`src/rtl/imem_loader.sv`:
```
// Writable instruction store with a host-driven program loader.
// Holds the CPU until the image is complete and pads the tail with a self-jump.
module imem_loader #(
    parameter int         DEPTH = 32,
    parameter logic [7:0] PAD   = 8'hC2
) (
    input  logic       clk,
    input  logic       reset,
    input  logic       load_start,
    input  logic       in_valid,
    input  logic [7:0] in_data,
    output logic       in_ready,
    input  logic [7:0] rd_addr,
    output logic [7:0] rd_data,
    output logic       cpu_hold,
    output logic       load_done,
    output logic [7:0] load_count,
    output logic       error
);

    localparam int AW = $clog2(DEPTH + 1);
    localparam int IW = $clog2(DEPTH);
    localparam logic [AW-1:0] LAST = AW'(DEPTH - 1);
    localparam logic [AW-1:0] FULL = AW'(DEPTH);
    localparam logic [7:0] DEPTH8 = 8'(DEPTH);

    typedef enum logic [2:0] {
        IDLE,
        LEN,
        DATA,
        FILL,
        DONE,
        ERR
    } state_t;

    state_t state, nextState;

    logic [AW-1:0] ptr;
    logic [AW-1:0] lenReg;
    logic [7:0]    loadCount;
    logic [7:0]    mem [DEPTH];
    logic          xfer;
    logic          we;
    logic [7:0]    wData;

    assign in_ready   = (state == LEN) || (state == DATA);
    assign xfer       = in_valid && in_ready;
    assign load_count = loadCount;

    always_ff @(posedge clk or posedge reset) begin
        if (reset) state <= IDLE;
        else       state <= nextState;
    end

    always_comb begin
        nextState = state;
        cpu_hold  = 1'b1;
        load_done = 1'b0;
        error     = 1'b0;
        we        = 1'b0;
        wData     = in_data;
        unique case (state)
            IDLE: begin
                cpu_hold = 1'b0;
                if (load_start) nextState = LEN;
            end
            LEN: begin
                if (xfer) begin
                    if (in_data == 8'd0 || in_data > DEPTH8) nextState = ERR;
                    else                                     nextState = DATA;
                end
            end
            DATA: begin
                if (xfer) begin
                    we = 1'b1;
                    if (ptr == lenReg - 1'b1)
                        nextState = (lenReg < FULL) ? FILL : DONE;
                end
            end
            FILL: begin
                we    = 1'b1;
                wData = PAD;
                if (ptr == LAST) nextState = DONE;
            end
            DONE: begin
                load_done = 1'b1;
                nextState = IDLE;
            end
            ERR: begin
                error = 1'b1;
                if (load_start) nextState = LEN;
            end
            default: nextState = IDLE;
        endcase
    end

    // Reset restores the pad image so an aborted load leaves nothing behind
    always_ff @(posedge clk or posedge reset) begin
        if (reset) begin
            ptr       <= '0;
            lenReg    <= '0;
            loadCount <= '0;
            for (int i = 0; i < DEPTH; i++) mem[i] <= PAD;
        end else begin
            if (we) begin
                mem[ptr[IW-1:0]] <= wData;
                ptr              <= ptr + 1'b1;
            end
            if (state == LEN && xfer) begin
                lenReg <= in_data[AW-1:0];
                ptr    <= '0;
            end
            if (nextState == LEN && state != LEN) loadCount <= '0;
            if (state == DATA && xfer) loadCount <= loadCount + 8'd1;
        end
    end

    always_comb begin
        rd_data = 8'h00;
        if (cpu_hold)              rd_data = PAD;
        else if (rd_addr < DEPTH8) rd_data = mem[rd_addr[IW-1:0]];
    end

endmodule

```
`config.mk`:
```
export PLATFORM = sky130hd
export DESIGN_NAME = imem_loader
export DESIGN_NICKNAME = d
export VERILOG_FILES = /design/src/rtl/imem_loader.sv
export SDC_FILE = /design/constraint.sdc
export NUM_CORES = 1
export LEC_CHECK = 0
export CORE_ASPECT_RATIO = 0.7
export CORE_UTILIZATION = 50
export CTS_CLUSTER_DIAMETER = 30
export DETAILED_ROUTE_END_ITERATION = 12
export PLACE_DENSITY = 0.76
export SYNTH_ARGS = -nofsm -noshare
export SYNTH_HDL_FRONTEND = slang
export SYNTH_SLANG_ARGS = --single-unit
```
`constraint.sdc`:
```
create_clock -name clk -period 13.4 [get_ports clk]
set_clock_uncertainty 0.2 [all_clocks]
set_input_delay 4.02 -clock clk [delete_from_list [all_inputs] [get_ports clk]]
set_output_delay 4.02 -clock clk [all_outputs]
set_load 0.01 [all_outputs]
```
==> flow_summary.json, run 1 <==
{
  "worst_pin_slew_ns": 1.27,
  "diodes": 0,
  "grt_pass1_wl_um": 52100,
  "timing.max_cap.violations": 0,
  "synth-seq-cells": 279,
  "r2r-end": "mem[43]",
  "synth_most_common_cell": "nand2_1",
  "cp_top_family": "buffers and inverters",
  "start_kind": "input pin",
  "drcViolationCount": 0,
  "wl_um": 32300,
  "initial_utilization_pct": 51.5,
  "cts_max_level": 2,
  "ant_nets": 0,
  "dieArea_mm2": 0.0263,
  "grt_max_degree": 137,
  "clock.fmax_ghz": 0.0905,
  "fin_crit_ns": 11.05,
  "syn_area_per_cell_um2": 10.6,
  "fin_setup_tns_ns": 0,
  "static-leakage-power_uw": 0.00592,
  "cts_setup_buffers": 0,
  "hold_path_class": "flop to flop",
  "io_buffers": 39,
  "grt.overflow.total": 0,
  "num_vias": 9385,
  "powerDensity_mw_per_mm2": 163,
  "synth_ff_type": "dfrtp_1",
  "status": "finished, final reports clean",
  "slew-limit-headroom_pct": 15.2,
  "whs_path_depth": 2,
  "drt-initial-drc-count": 933,
  "finalCritPeriodShare_pct": 82.4,
  "rrSetupSlack_ns": 10.18,
  "root_buffer": "clkbuf_16",
  "dp_hpwl_um": 20300,
  "ys_seq_area_share_pct": 55.3,
  "nets": 1232,
  "place_inst": 1488,
  "die_h_um": 136,
  "postCtsHoldBufs": 0,
  "cts_made_buffers": 41,
  "worstRegToRegCells": 5,
  "yosysWarnings": 0,
  "critPathBufInv": 2,
  "cp_slowest_cell": "clkdlybuf4s50_1",
  "synth_nets": 1234,
  "p_total_uw": 2390,
  "fp.coreArea_mm2": 0.0249,
  "grt_pass1_vias": 9288,
  "max-clock-path-buffers": 3,
  "worstPathRequired_ns": 9.18,
  "cts_num_sinks": 279,
  "layout.cells.non_filler": 1563,
  "wl_per_cell_um": 20.7,
  "finalSetupViolCount": 0,
  "synth_area_leaders": "dfrtp_1 36%, dfstp_2 20%, o21ai_0 10%",
  "rsz0062_at_grt": "false",
  "fill_cells": 1998,
  "routed_via_density": 6.00,
  "critPathMaxFanout": 21,
  "synth_edf_count": 0,
  "crit_arrival_ns": 6.83,
  "finalHoldViolCount": 0,
  "hold_path_end": "mem[1]",
  "gr-usage-all-layers_pct": 25.6,
  "holdCritStartpoint": "mem[1]",
  "cpMostUsedCell": "clkdlybuf4s50_1",
  "ys_top_cells_by_count": "284 x nand2_1, 264 x o21ai_0, 183 x dfrtp_1",
  "cts_tree": "done",
  "peakVddDrop_mv": 0.105,
  "crit_chain": "clkdlybuf4s50_1, nand3b_1, o22ai_1, a211o_1, a31oi_1, clkdlybuf4s50_1",
  "drv_slew": 0,
  "gp_congestion": 0.903,
  "cts_resized": 0,
  "cts.reportedPaths.clkPinSlew_ns": 0.06,
  "area_delta_synth_final_pct": 14.1,
  "synth_area_mm2": 0.0128,
  "crit_path_end_kind": "output pin",
  "drive_gt1_share_pct": 20.6,
  "critPathKind": "input pin to output pin",
  "drt_first_pass_iters": 5,
  "synth_cell_types": 52,
  "max_stage_delay_ns": 1.12,
  "die_w_um": 194,
  "syn_inst": 1208,
  "synth_largest_area_cell": "dfrtp_1",
  "pin_count": 40,
  "yosysTopAreaCellShare_pct": 35.7,
  "synth-async-reset-ratio_pct": 100,
  "antenna_found_initial": 0,
  "clk_latency_ns": 0.54,
  "rr_startpoint": "state[0]",
  "rows": 48
}
==> worst reg2reg max path: cells and delay by family (launching register included) <==
family | cells | cell delay [ns]
AOI/OAI and AO/OA | 1 | 0.11
and+or+nand+nor | 4 | 1.91
DFF | 1 | 0.83
==> cell type report <==
class / count / area [um2] / area share, %
Clock inverter: 28 / 307 / 2.09
Tap cell: 325 / 407 / 2.77
Clock buffer: 47 / 1070 / 7.29
Timing Repair Buffer: 47 / 443 / 3.02
Inverter: 8 / 37.5 / 0.256
Multi-Input combinational cell: 829 / 5290 / 36.1
Sequential cell: 279 / 7100 / 48.5
==> cell usage in the layout (no fill, tap or decap), types with 6 or more instances in the layout <==
cell	synthesis	routed
nand3b_1	6	6
nor3_1	7	7
dfrtp_1	183	183
clkinv_4	0	7
nand3_1	31	31
inv_1	8	7
o21ai_0	264	264
xnor2_1	10	10
buf_4	9	9
dfstp_2	96	96
xor2_1	7	7
o22ai_1	10	10
ha_1	6	6
nand2_1	284	284
mux4_2	55	55
mux2i_1	29	29
nor2_1	20	20
a31oi_1	13	13
inv_6	0	9
clkdlybuf4s50_1	0	37
a21oi_1	18	15
clkbuf_16	0	41
==> state kept, by name, summed over array words and instances (netlist names) <==
register / count
mem: 256
state: 3
lenReg: 6
load_count: 8
ptr: 6
==> worst max path at each step <==
stage,start,endpoint,slack (ns),cells past startpoint
finish,rd_addr[3],rd_data[2],2.35,6
global route,rd_addr[0],rd_data[3],2.18,7
CTS,rd_addr[0],rd_data[3],2.37,7
detailed placement,rd_addr[0],rd_data[3],2.39,7
global placement,rd_addr[0],rd_data[3],2.41,7
floorplan,reset,lenReg[0],1.65,1
==> per-layer routing <==
layer  global-route usage (%)  vias up  wire length, um
li1                         -     4259                -
met1                     37.7     4691            14300
met2                     37.6      363            14300
met3                     6.03       72             2840
met4                     8.44        0              790
met5                        0        -                0
==> through the flow <==
| step | hold WS, ns | cell area, um2 | utilization (%) | worst slack, ns |
|---|---|---|---|---|
| floorplan | 0.243 | 12800 | - | 1.65 |
| global placement | 0.251 | 13300 | 53.3 | 2.41 |
| detailed placement | 0.257 | 13300 | 53.3 | 2.39 |
| CTS | 0.266 | 14700 | 58.8 | 2.37 |
| global route | 0.287 | 14700 | 58.8 | 2.18 |
| finish | 0.266 | 14700 | 58.8 | 2.35 |
==> kinds of logic (layout without fill, tap and decap cells) <==
family / count (synthesis) / in the layout / synth area share (%)
AOI/OAI and AO/OA: 327 / 327 / 13.6
xor gates and xnor gates: 17 / 17 / 1.16
adders and majority gates: 6 / 6 / 0.585
buffers and inverters: 100 / 130 / 3.62
DFF: 279 / 279 / 55.3
muxes: 88 / 88 / 12.3
and+or+nand+nor: 391 / 391 / 13.5
==> report_power, final <==
group | internal, uW | switching, uW
registers | 903 | 58.4
clock network | 648 | 424
logic | 131 | 224
total | 1680 | 706
Power figures use the tool's default switching activity.
==> run 2: changes to the inputs <==
==> constraint.sdc (replaced) <==
create_clock -name clk -period 10.9 [get_ports clk]
set_clock_uncertainty 0.2 [all_clocks]
set_input_delay 3.27 -clock clk [delete_from_list [all_inputs] [get_ports clk]]
set_output_delay 3.27 -clock clk [all_outputs]
set_load 0.01 [all_outputs]
==> flow_summary.json, run 2 (same netlist as run 1, synthesis figures left out) <==
{
  "status": "finished, final reports clean",
  "cp_slowest_cell": "clkdlybuf4s50_1",
  "max_stage_delay_ns": 0.89,
  "num_vias": 9323,
  "grt.overflow.total": 0,
  "drive_gt1_share_pct": 21.7,
  "largest_register_ff_count": 256,
  "drcViolationCount": 0,
  "slew-limit-headroom_pct": 17.1,
  "mostFrequentLayoutCells": "284 x nand2_1, 264 x o21ai_0, 183 x dfrtp_1, 96 x dfstp_2, 55 x mux4_2",
  "clk_latency_ns": 0.54,
  "clock.fmax_ghz": 0.104,
  "cts_resized": 0,
  "cts.reportedPaths.clkPinSlew_ns": 0.05,
  "io_buffers": 39,
  "cts_made_buffers": 46,
  "finalCritPeriodShare_pct": 88.5,
  "fin_ws_ns": 1.25,
  "wl_per_cell_um": 20.0,
  "peakVddDrop_mv": 0.131,
  "final_common_cell": "nand2_1",
  "initial_utilization_pct": 51.5,
  "antenna_found_initial": 0,
  "rows": 48,
  "critPathBufInv": 3,
  "crit_chain": "clkdlybuf4s50_1, buf_4, mux2i_1, mux4_2, a21oi_1, o221ai_1, a21oi_1, clkdlybuf4s50_1",
  "cp_top_family": "buffers and inverters",
  "die_h_um": 136,
  "nets": 1242,
  "die_w_um": 194,
  "timing.max_cap.violations": 0,
  "drv_slew": 0,
  "drt_first_pass_iters": 5,
  "power.internal_uw": 2180,
  "grt_pass1_wl_um": 51600,
  "gr-usage-all-layers_pct": 25.1,
  "worstRegToRegCells": 5,
  "cts_max_level": 2,
  "start_kind": "input pin",
  "wl_um": 31600,
  "whs_path_depth": 2,
  "switchingPower_uw": 890,
  "drt-initial-drc-count": 870,
  "powerDensity_mw_per_mm2": 206,
  "critPathKind": "input pin to output pin",
  "crit_path_end_kind": "output pin",
  "clockPowerShare_pct": 47.4,
  "fin_setup_tns_ns": 0,
  "fp.coreArea_mm2": 0.0249,
  "crit_arrival_ns": 6.18,
  "diodes": 0,
  "postCtsHoldBufs": 0,
  "fin_util_pct": 59.7,
  "area_delta_synth_final_pct": 15.9,
  "gp_congestion": 0.852,
  "finalSetupViolCount": 0,
  "hold_path_class": "flop to flop",
  "pin_count": 40,
  "critPathMaxFanout": 17,
  "cts_setup_buffers": 0,
  "largest_register": "mem",
  "grt_max_degree": 80,
  "combPwrFrac_pct": 14.2,
  "dp_hpwl_um": 19600,
  "routed_via_density": 5.90,
  "finalHoldViolCount": 0,
  "seqPwrFrac_pct": 38.4,
  "static-leakage-power_uw": 0.00604,
  "cts_num_sinks": 279,
  "dieArea_mm2": 0.0263,
  "cp_num_cells": 8,
  "rsz0062_at_grt": "false",
  "fin_crit_ns": 9.65,
  "worst_pin_slew_ns": 1.24,
  "worstPathRequired_ns": 7.43,
  "cts_tree": "done",
  "max-clock-path-buffers": 3,
  "p_sw_share_pct": 29.0,
  "root_buffer": "clkbuf_16",
  "dp_slack_ns": 1.25,
  "ant_nets": 0,
  "grt_pass1_vias": 9276
}
run 2: layer usage:
| metal | track usage [%] | part of all wire [%] | vias to the layer above |
|---|---|---|---|
| met4 | 9.11 | 2.8 | 0 |
| met2 | 38.2 | 45 | 349 |
| li1 | - | - | 4279 |
| met1 | 35.6 | 44 | 4617 |
| met3 | 5.73 | 8.1 | 78 |
| met5 | 0 | 0 | - |
run 2: power groups by stage:
stage	registers, uW	clock network (uW)	logic (uW)
after floorplan	1160	0	319
after global placement	1190	0	423
after detailed placement	1190	0	434
after CTS	1180	1470	436
after global routing	1190	1520	475
final	1180	1450	436
run 2: worst paths after layout:
check / from / end / slack (ns)
setup / recovery: rd_addr[2] / rd_data[7] / 1.25
hold / removal: mem[1] / mem[1] / 0.27
setup reg to reg: state[0] / mem[21] / 7.68
hold reg to reg: mem[1] / mem[1] / 0.27
max in group asynchronous: reset / mem[27] / 5.56
min in group asynchronous: reset / mem[235] / 2.92
run 2: metrics by stage:
stage | hold WS (ns) | power, uW | std cells | area [um2]
after floorplan | 0.243 | 1480 | 1208 | 12800
after global placement | 0.251 | 1610 | 1493 | 13300
after detailed placement | 0.264 | 1630 | 1493 | 13300
after CTS | 0.268 | 3080 | 1579 | 14900
after global routing | 0.286 | 3180 | 1579 | 14900
final | 0.267 | 3070 | 1579 | 14900
run 2: final cells by class:
class,count,area [um2]
Clock inverter,32,344
Fill cell,1931,10000
Inverter,8,33.8
Sequential cell,279,7100
Clock buffer,54,1230
Timing Repair Buffer,52,483
Multi-Input combinational cell,829,5290
Tap cell,325,407
run 2: worst reg2reg max path, stage by stage (launching register included):
cell and delay [ns]:
dfrtp_1 0.79, nor2_1 0.25, nor2_4 0.72, nand3_1 0.70, nand2_1 0.25, o21ai_0 0.12
